===== src/rtl/fft_loader.sv =====
// Ping-pong input frame buffer for the R2 pipeline FFT: fills one bank from a
// valid/ready stream while the other bank is burst out on en_fft/cnt_fft.
module fft_loader #(
    parameter int width = 16,
    parameter int N     = 6
) (
    input  logic                    clk,
    input  logic                    areset,
    input  logic                    din_valid,
    output logic                    din_ready,
    input  logic signed [width-1:0] din_re,
    input  logic signed [width-1:0] din_im,
    input  logic                    ds_busy,
    output logic                    en_fft,
    output logic [N-1:0]            cnt_fft,
    output logic signed [width-1:0] dout_re,
    output logic signed [width-1:0] dout_im,
    output logic [1:0]              bank_full
);

    localparam int          DEPTH = 1 << N;
    localparam logic [N-1:0] LAST = N'(DEPTH - 1);

    typedef enum logic [1:0] {
        IDLE,
        PREF,
        RUN
    } rd_state_t;

    logic [2*width-1:0] mem [2*DEPTH];
    logic [2*width-1:0] rd_word;

    rd_state_t      state;
    rd_state_t      state_n;
    logic           ready_en;
    logic           wr_bank;
    logic           rd_bank;
    logic [N-1:0]   wr_cnt;
    logic [N-1:0]   rd_idx;
    logic [1:0]     bank_full_n;
    logic           wr_fire;
    logic           wr_done;
    logic           rd_done;
    logic           start;

    // ready_en keeps the input closed until the first clock after reset release.
    assign din_ready = ready_en & ~bank_full[wr_bank];
    assign wr_fire   = din_valid & din_ready;
    assign wr_done   = wr_fire & (wr_cnt == LAST);
    assign rd_done   = (state == RUN) & (cnt_fft == LAST);
    assign start     = bank_full[rd_bank] & ~ds_busy;

    // NOTE: storage is deliberately not reset; validity lives in bank_full, so
    // clearing the flags is enough to discard a partial or pending frame.
    always_ff @(posedge clk) begin
        if (wr_fire) begin
            mem[{wr_bank, wr_cnt}] <= {din_re, din_im};
        end
        rd_word <= mem[{rd_bank, rd_idx}];
    end

    // NOTE: state is updated with non-blocking assignments so every flop in the
    // design samples the pre-edge values, independent of process order.
    always_ff @(posedge clk or negedge areset) begin
        if (!areset) begin
            ready_en <= 1'b0;
            wr_bank  <= 1'b0;
            wr_cnt   <= '0;
        end else begin
            ready_en <= 1'b1;
            if (wr_fire) begin
                wr_cnt <= wr_cnt + N'(1);
                if (wr_done) begin
                    wr_bank <= ~wr_bank;
                end
            end
        end
    end

    // NOTE: every always_comb output gets a default first so no path infers a latch.
    always_comb begin
        bank_full_n = bank_full;
        if (wr_done) begin
            bank_full_n[wr_bank] = 1'b1;
        end
        if (rd_done) begin
            bank_full_n[rd_bank] = 1'b0;
        end
    end

    always_ff @(posedge clk or negedge areset) begin
        if (!areset) begin
            bank_full <= 2'b00;
            rd_bank   <= 1'b0;
        end else begin
            bank_full <= bank_full_n;
            if (rd_done) begin
                rd_bank <= ~rd_bank;
            end
        end
    end

    always_ff @(posedge clk or negedge areset) begin
        if (!areset) begin
            state <= IDLE;
        end else begin
            state <= state_n;
        end
    end

    always_comb begin
        state_n = state;
        case (state)
            IDLE:    if (start) state_n = PREF;
            PREF:    state_n = RUN;
            RUN:     if (cnt_fft == LAST) state_n = IDLE;
            default: state_n = IDLE;
        endcase
    end

    // Read address runs two ahead of cnt_fft: one cycle of RAM latency plus the
    // output register stage.
    always_comb begin
        rd_idx = '0;
        case (state)
            IDLE:    rd_idx = '0;
            PREF:    rd_idx = N'(1);
            RUN:     rd_idx = cnt_fft + N'(2);
            default: rd_idx = '0;
        endcase
    end

    always_ff @(posedge clk or negedge areset) begin
        if (!areset) begin
            en_fft  <= 1'b0;
            cnt_fft <= '0;
            dout_re <= '0;
            dout_im <= '0;
        end else begin
            en_fft <= (state_n == RUN);
            if (state_n == RUN) begin
                cnt_fft <= (state == RUN) ? cnt_fft + N'(1) : '0;
                dout_re <= rd_word[2*width-1:width];
                dout_im <= rd_word[width-1:0];
            end else begin
                cnt_fft <= '0;
                dout_re <= '0;
                dout_im <= '0;
            end
        end
    end

endmodule


===== config.mk =====
export PLATFORM = sky130hd
export DESIGN_NAME = fft_loader
export DESIGN_NICKNAME = d
export VERILOG_FILES = /design/src/rtl/fft_loader.sv
export SDC_FILE = /design/constraint.sdc
export NUM_CORES = 2
export LEC_CHECK = 0
export ABC_AREA = 1
export BUFFER_PORTS_ARGS = -buffer_cell sky130_fd_sc_hd__buf_2
export CAP_MARGIN = 20
export CORE_UTILIZATION = 40
export DETAILED_ROUTE_END_ITERATION = 10
export SETUP_SLACK_MARGIN = 0.5
export SYNTH_ARGS = -nofsm -noshare
export SYNTH_HDL_FRONTEND = slang
export SYNTH_SLANG_ARGS = --single-unit

===== constraint.sdc =====
create_clock -name clk -period 5.01 [get_ports clk]
set_input_delay 1.002 -clock clk [delete_from_list [all_inputs] [get_ports clk]]
set_output_delay 1.002 -clock clk [all_outputs]
set_load 0.01 [all_outputs]

==> results.env <==
POST_CTS_CLOCK_SLEW_AT_THE_LAUNCH_AND_CAPTURE_REGISTERS_OF_THE_WORST_SETUP_AND_HOLD_PATHS_NS=0.06
GLOBAL_ROUTE_WIRE_LENGTH_BEFORE_REPAIR_UM=747700
ROUTE.ANTENNA.REMAINING_NETS=0
SHARE_OF_THE_SYNTHESIZED_AREA_IN_COMPOUND_GATES_AO_OA_AOI_OAI=0.0004268
BUFFER_PORTS.INSERTED=77
FINALSETUPVIOLATIONS=0
CRIT_FANOUT=75
TIMING.FMAX_GHz=0.2224
DETAIL_ROUTE.WL_PER_CELL_UM=26.75
FLOORPLAN.INITIALDENSITY=0.4031
CTS_HTREE_LEVELS=5
WORST_CLOCK_SKEW_NS=0.09456
HOLD_PATH_CLASS='in2reg'
FINAL_NETS=13640
REPORT.FINAL.HOLD_VIOL_COUNT=0
VIA_COUNT_OF_THE_FIRST_GLOBAL_ROUTING_PASS=104700
STANDARD_CELL_ROWS=236
CLOCK_TREE.ROOT_CELL='sky130_fd_sc_hd__clkbuf_16'
IO-PIN-COUNT=78
FP.COREAREA_UM2=414600
TIMING.MAX_SLEW.REL_SLACK=0.1636
SYNTH_SEQUENTIAL_AREA_RATIO=0.7477
CLK-INSERTION-DELAY-LATE_NS=1.02
DRV_CAP=0
GRT_OVERFLOW_TOTAL=0
YS_TYPES=28
SYNTH.MUX.AREA_FRACTION=0
SYNTH_NETS=13670
CTS_TREE='done'
MEAN_CELL_AREA_OF_THE_MAPPED_NETLIST_UM2=12.26
PLACEDCELLCOUNT=18650
CTS.SINK_COUNT=4180
NUMBER_OF_BUFFERS_ADDED_FOR_SETUP_AFTER_CTS=0
FINALWORSTPATHREQUIREDPERIOD_NS=4.496
DIE-AREA_UM2=420300
DRT_WL_TOTAL_UM=520100
GRT_USE_TOTAL=0.2420
POWER.LEAKAGE_nW=64.44
STATUS='completed'
SYNTH_FA_HA_AREA_FRAC=0.0005241
TIGHTEST_SLEW_NS=1.255
VIA_PER_INST=5.737
GRT_START_MAX_NET_PINS=165
DIE-WIDTH_UM=648.3
DP_HPWL_UM=284800
DRC_ERRORS=0
PERIOD_SHARE=0.8974
CHIPHEIGHT_UM=648.3
CTS_INSERTED_BUFFERS=422
POST_SYNTH_XOR_AREA_FRACTION=0.0004717
DRTPASS1ITERATIONS=7
SYNTH_AREA_UM2=167100
CRIT_PATH_START_KIND='register'
FINALWEIGHTEDCONGESTION=0.8456
WORSTSETUPENDPOINTTYPE='register'
SYNTHSIMPLEGATEAREAFRAC=0.2225
FINAL_LAYOUT_SIZE_SUFFIX_GT1_FRAC=0.08731
POWER_DENSITY_nW_PER_UM2=375.9
N_FILL_CELL=36660
GRT_ANTENNA_BEFORE_REPAIR=23
FINAL-MAX-SLEW-VIOLATION-COUNT=0
REQUIRED_NS=5.90
HOLD_SLACK_NS=0.2100
LAYOUT.CELLS.NON_FILLER=19450
CTS-ROOT-TO-SINK-BUFFERS=4
RSZ0062_AT_GRT='true'
IR_DROP_V=0.0003655
SETUP.WORST_PATH.CLASS='reg2reg'
LAYOUT-AREA-OVERHEAD-VS-SYNTH_PCT=13.05
SYNTH.FF_LATCH_COUNT=4180
SYNTH_TOP_FAMILY_BY_AREA='simple AND/OR/NAND/NOR gates'
VIAS=111600
WORSTPATHARRIVAL_NS=5.38
SYNTH-WARNING-COUNT=0
SYN_INST=13630
FIRST_ITER_VIOLATIONS=14320
FIN_SETUP_TNS_NS=0
cell families after synthesis:
logic type | count (synthesis)
buffers and inverters | 1016
other | 1
DFF | 4180
AOI/OAI and AO/OA | 13
and+or+nand+nor | 8401
adders and majority gates | 7
xor gates and xnor gates | 9
cell usage after synthesis:
cell / count / area share
sky130_fd_sc_hd__conb_1: 1 / 0.000022
sky130_fd_sc_hd__o21ai_0: 3 / 0.000090
sky130_fd_sc_hd__inv_1: 56 / 0.0013
sky130_fd_sc_hd__nor3_1: 5 / 0.00015
sky130_fd_sc_hd__xnor2_1: 1 / 0.000052
sky130_fd_sc_hd__clkbuf_1: 302 / 0.0068
sky130_fd_sc_hd__o311ai_1: 1 / 0.000052
sky130_fd_sc_hd__dfxtp_1: 32 / 0.0038
sky130_fd_sc_hd__nand2_1: 3747 / 0.084
sky130_fd_sc_hd__buf_4: 80 / 0.0036
sky130_fd_sc_hd__nor3_2: 1 / 0.000060
sky130_fd_sc_hd__buf_1: 77 / 0.0017
sky130_fd_sc_hd__inv_2: 5 / 0.00011
sky130_fd_sc_hd__nand3_1: 4456 / 0.13
sky130_fd_sc_hd__ha_1: 7 / 0.00052
sky130_fd_sc_hd__nand3_4: 1 / 0.00010
sky130_fd_sc_hd__a21oi_1: 8 / 0.00024
sky130_fd_sc_hd__o21a_1: 1 / 0.000045
sky130_fd_sc_hd__buf_2: 495 / 0.015
sky130_fd_sc_hd__nand4_1: 8 / 0.00030
sky130_fd_sc_hd__nor2_4: 1 / 0.000067
sky130_fd_sc_hd__nor2_1: 177 / 0.0040
sky130_fd_sc_hd__xor2_1: 8 / 0.00042
sky130_fd_sc_hd__nand2_4: 1 / 0.000067
sky130_fd_sc_hd__inv_4: 1 / 0.000037
sky130_fd_sc_hd__dfrtp_1: 52 / 0.0078
sky130_fd_sc_hd__edfxtp_1: 4096 / 0.74
sky130_fd_sc_hd__nand2_2: 4 / 0.00015
metal layers:
layer,global-route usage,up-vias,part of all wire
li1,-,49070,-
met1,0.3357,55920,0.40
met2,0.3781,5687,0.46
met3,0.04061,874,0.094
met4,0.1013,2,0.048
met5,0,-,0.000015
per-stage QoR:
step | setup slack (ns) | utilization | area (um2) | power (mW)
finish | 0.5139 | 0.4557 | 188900 | 71.01
global route | 0.4147 | 0.4556 | 188900 | 72.66
floorplan | 0.8254 | - | 167100 | 39.92
detailed placement | 0.2471 | 0.4236 | 175600 | 41.20
global placement | 0.2880 | 0.4234 | 175500 | 41.17
CTS | 0.4730 | 0.4555 | 188800 | 71.27
path summary, 6_finish.rpt:
kind,start,endpoint,slack (ns),cells past startpoint
setup / recovery,state[1],rd_word[23],0.51,13
hold / removal,din_re[4],mem[91][20],0.21,1
setup reg to reg,state[1],rd_word[23],0.51,13
hold reg to reg,rd_word[21],dout_re[5],0.55,2
max in group asynchronous,areset,rd_bank,3.52,3
min in group asynchronous,areset,cnt_fft[2],0.49,2
report_power, final:
| group | internal, mW | switching (mW) | leakage, nW |
|---|---|---|---|
| clock network | 17.1 | 13.4 | 6.43 |
| registers | 38.7 | 0.108 | 37.7 |
| logic | 0.203 | 1.44 | 20.3 |
| total | 56.1 | 14.9 | 64.4 |
sequential cells by signal (all words and copies together) (netlist names):
register / flops
wr_bank: 1
ready_en: 1
dout_im: 16
en_fft: 1
rd_bank: 1
mem: 4096
dout_re: 16
cnt_fft: 6
bank_full: 2
wr_cnt: 6
state: 2
rd_word: 32
layout by cell type, fill, tap and decap left out, types with 3 or more instances in the layout:
master / netlist / layout
sky130_fd_sc_hd__inv_16: 0 / 4
sky130_fd_sc_hd__inv_6: 0 / 8
sky130_fd_sc_hd__clkbuf_1: 302 / 109
sky130_fd_sc_hd__a21oi_1: 8 / 8
sky130_fd_sc_hd__buf_12: 0 / 112
sky130_fd_sc_hd__nand3_2: 0 / 4
sky130_fd_sc_hd__nor2_4: 1 / 127
sky130_fd_sc_hd__nand2_8: 0 / 4
sky130_fd_sc_hd__edfxtp_1: 4096 / 4096
sky130_fd_sc_hd__dfxtp_1: 32 / 32
sky130_fd_sc_hd__o21ai_0: 3 / 3
sky130_fd_sc_hd__inv_2: 5 / 4
sky130_fd_sc_hd__clkbuf_16: 0 / 431
sky130_fd_sc_hd__nand2_1: 3747 / 3746
sky130_fd_sc_hd__nand3_4: 1 / 3
sky130_fd_sc_hd__xor2_1: 8 / 8
sky130_fd_sc_hd__diode_2: 0 / 20
sky130_fd_sc_hd__nand4_1: 8 / 8
sky130_fd_sc_hd__nor3_1: 5 / 3
sky130_fd_sc_hd__buf_4: 80 / 342
sky130_fd_sc_hd__inv_1: 56 / 54
sky130_fd_sc_hd__clkinv_2: 0 / 70
sky130_fd_sc_hd__ha_1: 7 / 6
sky130_fd_sc_hd__buf_2: 495 / 44
sky130_fd_sc_hd__clkinv_16: 0 / 5
sky130_fd_sc_hd__nor2_1: 177 / 51
sky130_fd_sc_hd__clkbuf_8: 0 / 7
sky130_fd_sc_hd__bufinv_16: 0 / 25
sky130_fd_sc_hd__clkinv_8: 0 / 4
sky130_fd_sc_hd__clkinv_1: 0 / 103
sky130_fd_sc_hd__nand3_1: 4456 / 4450
sky130_fd_sc_hd__clkinvlp_4: 0 / 9
sky130_fd_sc_hd__dfrtp_1: 52 / 51
area by class of cell:
type	instances	area [um2]	area share
inverter	62	274.0	0.001450
clock inverter	228	1904	0.01008
antenna	20	50.05	0.0002649
timing repair buffer	504	5131	0.02716
multi-input combinational	8431	38480	0.2037
sequential	4180	124900	0.6614
clock buffer	546	11280	0.05970
tap	5474	6849	0.03626
critical path: stages, from the launching register on:
cell	delay (ns)
sky130_fd_sc_hd__dfrtp_1	0.42
sky130_fd_sc_hd__inv_1	0.10
sky130_fd_sc_hd__ha_2	0.50
sky130_fd_sc_hd__nand2_1	0.17
sky130_fd_sc_hd__inv_1	0.29
sky130_fd_sc_hd__nand2_8	0.28
sky130_fd_sc_hd__clkinv_8	0.45
sky130_fd_sc_hd__buf_12	0.37
sky130_fd_sc_hd__nand3_1	0.18
sky130_fd_sc_hd__nand3_1	0.12
sky130_fd_sc_hd__nand3_1	0.26
sky130_fd_sc_hd__nand3_1	0.22
sky130_fd_sc_hd__nand3_1	0.56
sky130_fd_sc_hd__nand2_1	0.21
what timing repair did:
item | in CTS | in global routing
cloned | 0 | 0
hold buffers | 1 | 0
hold endpoints to repair | 14 | 0
setup endpoints to repair | 3 | 13
resized for setup | 3 | 6
No activity file was read; power rests on OpenSTA's default activity.
